### src/rtl/fde_pkg.sv
// Shared definitions for the lab CPU front end: opcodes, widths and
// instruction field positions.
package fde_pkg;

    localparam int DW = 8;

    typedef enum logic [3:0] {
        OP_ADD  = 4'h0,
        OP_SUB  = 4'h1,
        OP_AND  = 4'h2,
        OP_OR   = 4'h3,
        OP_XOR  = 4'h4,
        OP_SHL  = 4'h5,
        OP_SHR  = 4'h6,
        OP_ADDI = 4'h7,
        OP_LD   = 4'h8,
        OP_ST   = 4'h9,
        OP_CMP  = 4'hA,
        OP_LBL  = 4'hB,
        OP_JMP  = 4'hC,
        OP_BZ   = 4'hD,
        OP_RST  = 4'hE,
        OP_SYS  = 4'hF
    } opcode_e;

    localparam int OP_MSB    = 7;
    localparam int OP_LSB    = 4;
    localparam int RD_MSB    = 3;
    localparam int RD_LSB    = 2;
    localparam int RS2_MSB   = 1;
    localparam int RS2_LSB   = 0;
    localparam int LBL_MSB   = 3;
    localparam int LBL_LSB   = 0;

    localparam logic [7:0] HALT_WORD = 8'hFF;

    function automatic opcode_e get_op(input logic [7:0] instr);
        return opcode_e'(instr[OP_MSB:OP_LSB]);
    endfunction

endpackage

### src/rtl/fetch_decode_exec_exec_alu.sv
// Combinational execute unit: ALU result, condition flag and the
// branch/restart "taken" decision for the current instruction.
module exec_alu
    import fde_pkg::*;
(
    input  opcode_e    i_op,
    input  logic [7:0] i_a,
    input  logic [7:0] i_b,
    input  logic [1:0] i_const,
    input  logic [7:0] i_start_addr,
    output logic [7:0] o_result,
    output logic       o_overflow,
    output logic       o_taken
);

    logic [8:0] w_add;
    logic [8:0] w_addi;

    assign w_add  = {1'b0, i_a} + {1'b0, i_b};
    assign w_addi = {1'b0, i_a} + {7'b0, i_const};

    always_comb begin
        o_result   = 8'h00;
        o_overflow = 1'b0;
        o_taken    = 1'b0;
        case (i_op)
            OP_ADD: begin
                o_result   = w_add[7:0];
                o_overflow = w_add[8];
            end
            OP_SUB: begin
                o_result   = i_a - i_b;
                o_overflow = (i_a < i_b);
            end
            OP_AND:  o_result = i_a & i_b;
            OP_OR:   o_result = i_a | i_b;
            OP_XOR:  o_result = i_a ^ i_b;
            OP_SHL:  o_result = i_a << i_const;
            OP_SHR:  o_result = i_a >> i_const;
            OP_ADDI: begin
                o_result   = w_addi[7:0];
                o_overflow = w_addi[8];
            end
            // Memory ops forward the address (port B) as the result.
            OP_LD:   o_result = i_b;
            OP_ST:   o_result = i_b;
            OP_CMP:  o_overflow = (i_a == i_b);
            OP_JMP: begin
                o_result = i_a;
                o_taken  = 1'b1;
            end
            OP_BZ: begin
                o_result = i_a;
                o_taken  = (i_b == 8'h00);
            end
            OP_RST: begin
                o_result = i_start_addr;
                o_taken  = 1'b1;
            end
            default: ;
        endcase
    end

endmodule

### src/rtl/fetch_decode_exec.sv
// Single-cycle front end: PC register, instruction decode and execute.
// One instruction completes per clock; no pipeline or delay slot.
module fetch_decode_exec
    import fde_pkg::*;
#(
    parameter int DW = fde_pkg::DW
)
(
    input  logic          f_clk,
    input  logic          start,
    input  logic [DW-1:0] start_addr,
    input  logic [DW-1:0] instr_i,
    input  logic [DW-1:0] reg_a_i,
    input  logic [DW-1:0] reg_b_i,
    output logic [DW-1:0] pc_o,
    output logic [2:0]    rd_o,
    output logic [2:0]    rs1_o,
    output logic [2:0]    rs2_o,
    output logic [3:0]    label_rs_o,
    output logic          reg_write_o,
    output logic          mem_read_o,
    output logic          mem_write_o,
    output logic          label_read_o,
    output logic          label_write_o,
    output logic          branch_o,
    output logic          halt_o,
    output logic [DW-1:0] alu_out_o,
    output logic          overflow_o
);

    logic [DW-1:0] r_pc;
    opcode_e       w_op;
    logic          w_taken;

    assign w_op = get_op(instr_i);
    assign pc_o = r_pc;

    always_comb begin
        rd_o          = {1'b0, instr_i[RD_MSB:RD_LSB]};
        rs1_o         = {1'b0, instr_i[RD_MSB:RD_LSB]};
        rs2_o         = {1'b0, instr_i[RS2_MSB:RS2_LSB]};
        label_rs_o    = instr_i[LBL_MSB:LBL_LSB];
        reg_write_o   = 1'b0;
        mem_read_o    = 1'b0;
        mem_write_o   = 1'b0;
        label_read_o  = 1'b0;
        label_write_o = 1'b0;
        branch_o      = 1'b0;
        halt_o        = 1'b0;
        case (w_op)
            OP_ADD, OP_SUB, OP_AND, OP_OR, OP_XOR,
            OP_SHL, OP_SHR, OP_ADDI: reg_write_o = 1'b1;
            OP_LD: begin
                mem_read_o  = 1'b1;
                reg_write_o = 1'b1;
            end
            OP_ST:  mem_write_o   = 1'b1;
            OP_LBL: label_write_o = 1'b1;
            OP_JMP: begin
                label_read_o = 1'b1;
                branch_o     = 1'b1;
            end
            // BZ reads the tested value on port B from r0's slot.
            OP_BZ: begin
                label_read_o = 1'b1;
                branch_o     = 1'b1;
                rs2_o        = 3'd0;
            end
            OP_SYS: halt_o = (instr_i == HALT_WORD);
            default: ;
        endcase
    end

    exec_alu u_exec_alu (
        .i_op         (w_op),
        .i_a          (reg_a_i),
        .i_b          (reg_b_i),
        .i_const      (instr_i[RS2_MSB:RS2_LSB]),
        .i_start_addr (start_addr),
        .o_result     (alu_out_o),
        .o_overflow   (overflow_o),
        .o_taken      (w_taken)
    );

    // start wins over halt so a halted core can be restarted.
    always_ff @(posedge f_clk) begin
        if (start) begin
            r_pc <= start_addr;
        end else if (halt_o) begin
            r_pc <= r_pc;
        end else if (w_taken) begin
            r_pc <= alu_out_o;
        end else begin
            r_pc <= r_pc + {{(DW-1){1'b0}}, 1'b1};
        end
    end

endmodule

### config.mk
export PLATFORM = sky130hd
export DESIGN_NAME = fetch_decode_exec
export DESIGN_NICKNAME = d
export VERILOG_FILES = /design/src/rtl/fde_pkg.sv /design/src/rtl/fetch_decode_exec_exec_alu.sv /design/src/rtl/fetch_decode_exec.sv
export SDC_FILE = /design/constraint.sdc
export NUM_CORES = 1
export LEC_CHECK = 0
export BUFFER_PORTS_ARGS = -buffer_cell sky130_fd_sc_hd__buf_2
export CAP_MARGIN = 40
export CELL_PAD_IN_SITES_DETAIL_PLACEMENT = 1
export CELL_PAD_IN_SITES_GLOBAL_PLACEMENT = 2
export CORE_MARGIN = 3
export CORE_UTILIZATION = 33
export DETAILED_ROUTE_END_ITERATION = 6
export GPL_ROUTABILITY_DRIVEN = 1
export PLACE_DENSITY = 0.86
export SETUP_SLACK_MARGIN = 0.2
export SYNTH_ARGS = -nofsm -noshare
export SYNTH_HDL_FRONTEND = slang
export SYNTH_SLANG_ARGS = --single-unit
### constraint.sdc
create_clock -name f_clk -period 3.3 [get_ports f_clk]
set_input_delay 0.165 -clock f_clk [delete_from_list [all_inputs] [get_ports f_clk]]
set_output_delay 0.165 -clock f_clk [all_outputs]
set_load 0.03 [all_outputs]
==> metrics.cfg <==
[logic_synthesis]
ys_types = 66
ys_seq_area_share_pct = 8.44
synth-seq-cells = 8
yosysTopAreaCellShare_pct = 12.3
async_reset_ff_share_pct = 0
synth_edf_count = 8
synthMuxAreaShare_pct = 8.36
synthAdderAreaFrac_pct = 14.4
syn_inst = 378
yosys_warnings = 0
synth_xor_area_share_pct = 4.31
synth_area_leaders = ha_1 12%, edfxtp_1 8.4%, nand2_1 4.6%, a21oi_1 4.6%, buf_4 4.0%
synthesis.area_mm2 = 0.00285
synth_simple_gate_area_share_pct = 25.6
synth_compound_area_share_pct = 26.8
synth_area_per_cell_um2 = 7.53
synth_ff_type = edfxtp_1
synth_top_family_by_area = compound AO/OA/AOI/OAI gates
synth_area_leader_cell = ha_1

[finish]
drive_above_1_share_pct = 21.6
final_cell_mix = 67 x buf_2, 35 x nand2_1, 28 x nor2_1, 28 x ha_1, 26 x a21oi_1
area_delta_synth_final_pct = 10.2
fillers = 1061
diodes = 0
largest_register_ffs = 8
regArea_um2 = 240
final_common_cell = buf_2
nNetsFinal = 479
multiInputGateArea_mm2 = 0.00227

[setup_path]
path_delay_family = compound AO/OA/AOI/OAI gates
critical_path.max_fanout = 12
timing.critical_path.buf_inv = 4
worstSetupPathType = in -> out
slowest_stage = ha_1
cp.required_ns = 3.13
cp-end-kind = output port
start_kind = primary input
worstPathArrival_ns = 2.54
critPathMaxStageDelay_ns = 0.49
path_cells = buf_2, inv_1, ha_1, inv_1, a21oi_1, nor2_1, a2111oi_0, nand3_1, a211o_1, buf_2

[clocking]
cts_tree = yes
clock_sinks = 8
cts_root_buf = clkbuf_8
clk_latency_ns = 0.23
cts_made_buffers = 3
h-tree-depth = 1
cts-hold-fix-buffers = 0
cts.repair.resized = 0
cts_buffer_depth = 2
postCtsSetupRepairBufs = 0
clk_pin_slew_ns = 0.04

[power_and_ir_drop]
peakVddDrop_mv = 0.0739
seq_power_share_pct = 18.1
p_sw_share_pct = 50.5
intPower_uw = 385
pwr-share-comb_pct = 66.2
power-per-cell-area_mw_per_mm2 = 248
p_switching_uw = 393
p_leak_uw = 0.00135
clkPwrFrac_pct = 15.6

[timing]
finalCritPeriodShare_pct = 82.0
setup_viol = 0
clock.fmax_mhz = 370
worstMarginPinSlew_ns = 0.668
grt_setup_unrepaired = no
drv_slew = 0
tns_ns = 0
final.setup.worst_slack_ns = 0.594
relSlewSlack_pct = 55.5
hold_viol = 0
whs_ns = 0.239
clock_skew_ns = 0.00434
layout_min_cycle_time_ns = 2.71

[place]
portBuffers = 67
post-place-ws_ns = 0.676
hpwlAfterDp_mm = 8.62
gp_congestion = 0.888

[grt]
grt_use_total_pct = 21.7
grt_pass1_vias = 3152
overflow = 0
antenna_found_initial = 0
grt_pass1_wl_mm = 17.1
grt_max_degree = 36

[drt]
drt-vias-per-instance = 6.04
wl_per_cell_um = 21.1
num_vias = 3123
dr.pass1.iters = 5
drtIter0Drc = 241
wirelength_mm = 10.9
ant_nets = 0
drc = 0

[hold_path]
min_path_type = in -> reg

[floorplan]
io_pins = 71
die_x_um = 98.9
rows = 33
die_h_um = 98.9
core_area_mm2 = 0.00830
die-area_mm2 = 0.00977
start_util_pct = 34.3

[run_status]
status = finished, final reports clean

[flow_run]
cap_violations = 0

[stage by stage]
stage               cells  cell area [um^2]  utilization [%]  total power [uW]
finish                517              3130             37.8               778
global route          517              3130             37.8               829
floorplan             380              2850                -               509
global placement      514              3090             37.3               643
detailed placement    514              3090             37.3               653
CTS                   517              3130             37.8               778
[kinds of logic after synthesis]
kind of cell,after synthesis
XOR/XNOR,14
AO/OA/AOI/OAI,111
AND/OR/NAND/NOR,134
flip-flops,8
other,1
buffers and inverters,65
multiplexers,14
adder cells (fa/ha/maj),31
[cell usage after synthesis (5+ instances only)]
master	n
a21oi_1	26
a22oi_1	8
buf_2	13
buf_4	15
clkbuf_1	10
edfxtp_1	8
ha_1	28
inv_1	24
mux2i_1	5
mux4_2	5
nand2_1	35
nand2b_1	6
nand3_1	12
nand4_1	5
nor2_1	28
nor2b_1	5
nor3_1	7
o211ai_1	9
o21ai_0	14
o21ai_1	8
xnor2_1	12
[final timing paths]
kind         cells after the start           from  slack, ns           end
min reg2reg                      3        pc_o[0]       0.78       pc_o[0]
min                              3  start_addr[4]       0.24       pc_o[4]
max reg2reg                      7        pc_o[0]       1.62       pc_o[6]
max                             10     reg_a_i[5]       0.59  alu_out_o[5]
[routing by layer]
metal	part of all wire (%)	vias up	wire (um)	global-route usage (%)
met5	0	-	0	0
met4	2.9	0	318	7.25
met3	4.8	26	525	1.56
met2	47	116	5120	36.1
met1	45	1527	4960	29.7
li1	-	1454	-	-
[power by group through the flow]
| stage | clock network, uW | registers [uW] | logic, uW |
|---|---|---|---|
| floorplan | 0 | 169 | 340 |
| global placement | 0 | 142 | 501 |
| detailed placement | 0 | 143 | 510 |
| CTS | 123 | 142 | 513 |
| global route | 126 | 145 | 558 |
| finish | 122 | 141 | 515 |
[area by class of cell]
| cell class | instances | area share [%] |
|---|---|---|
| clock buffer | 3 | 1.32 |
| inverter | 24 | 2.87 |
| multi-input combinational | 307 | 72.5 |
| sequential | 8 | 7.66 |
| tap | 105 | 4.19 |
| timing repair buffer | 70 | 11.4 |
[worst min-delay path, delay by kind of cell]
kind,cells,cell delay [ns]
buffers and inverters,1,0.10
AND/OR/NAND/NOR,2,0.10
Note: power is estimated with default switching activity, not from simulation.
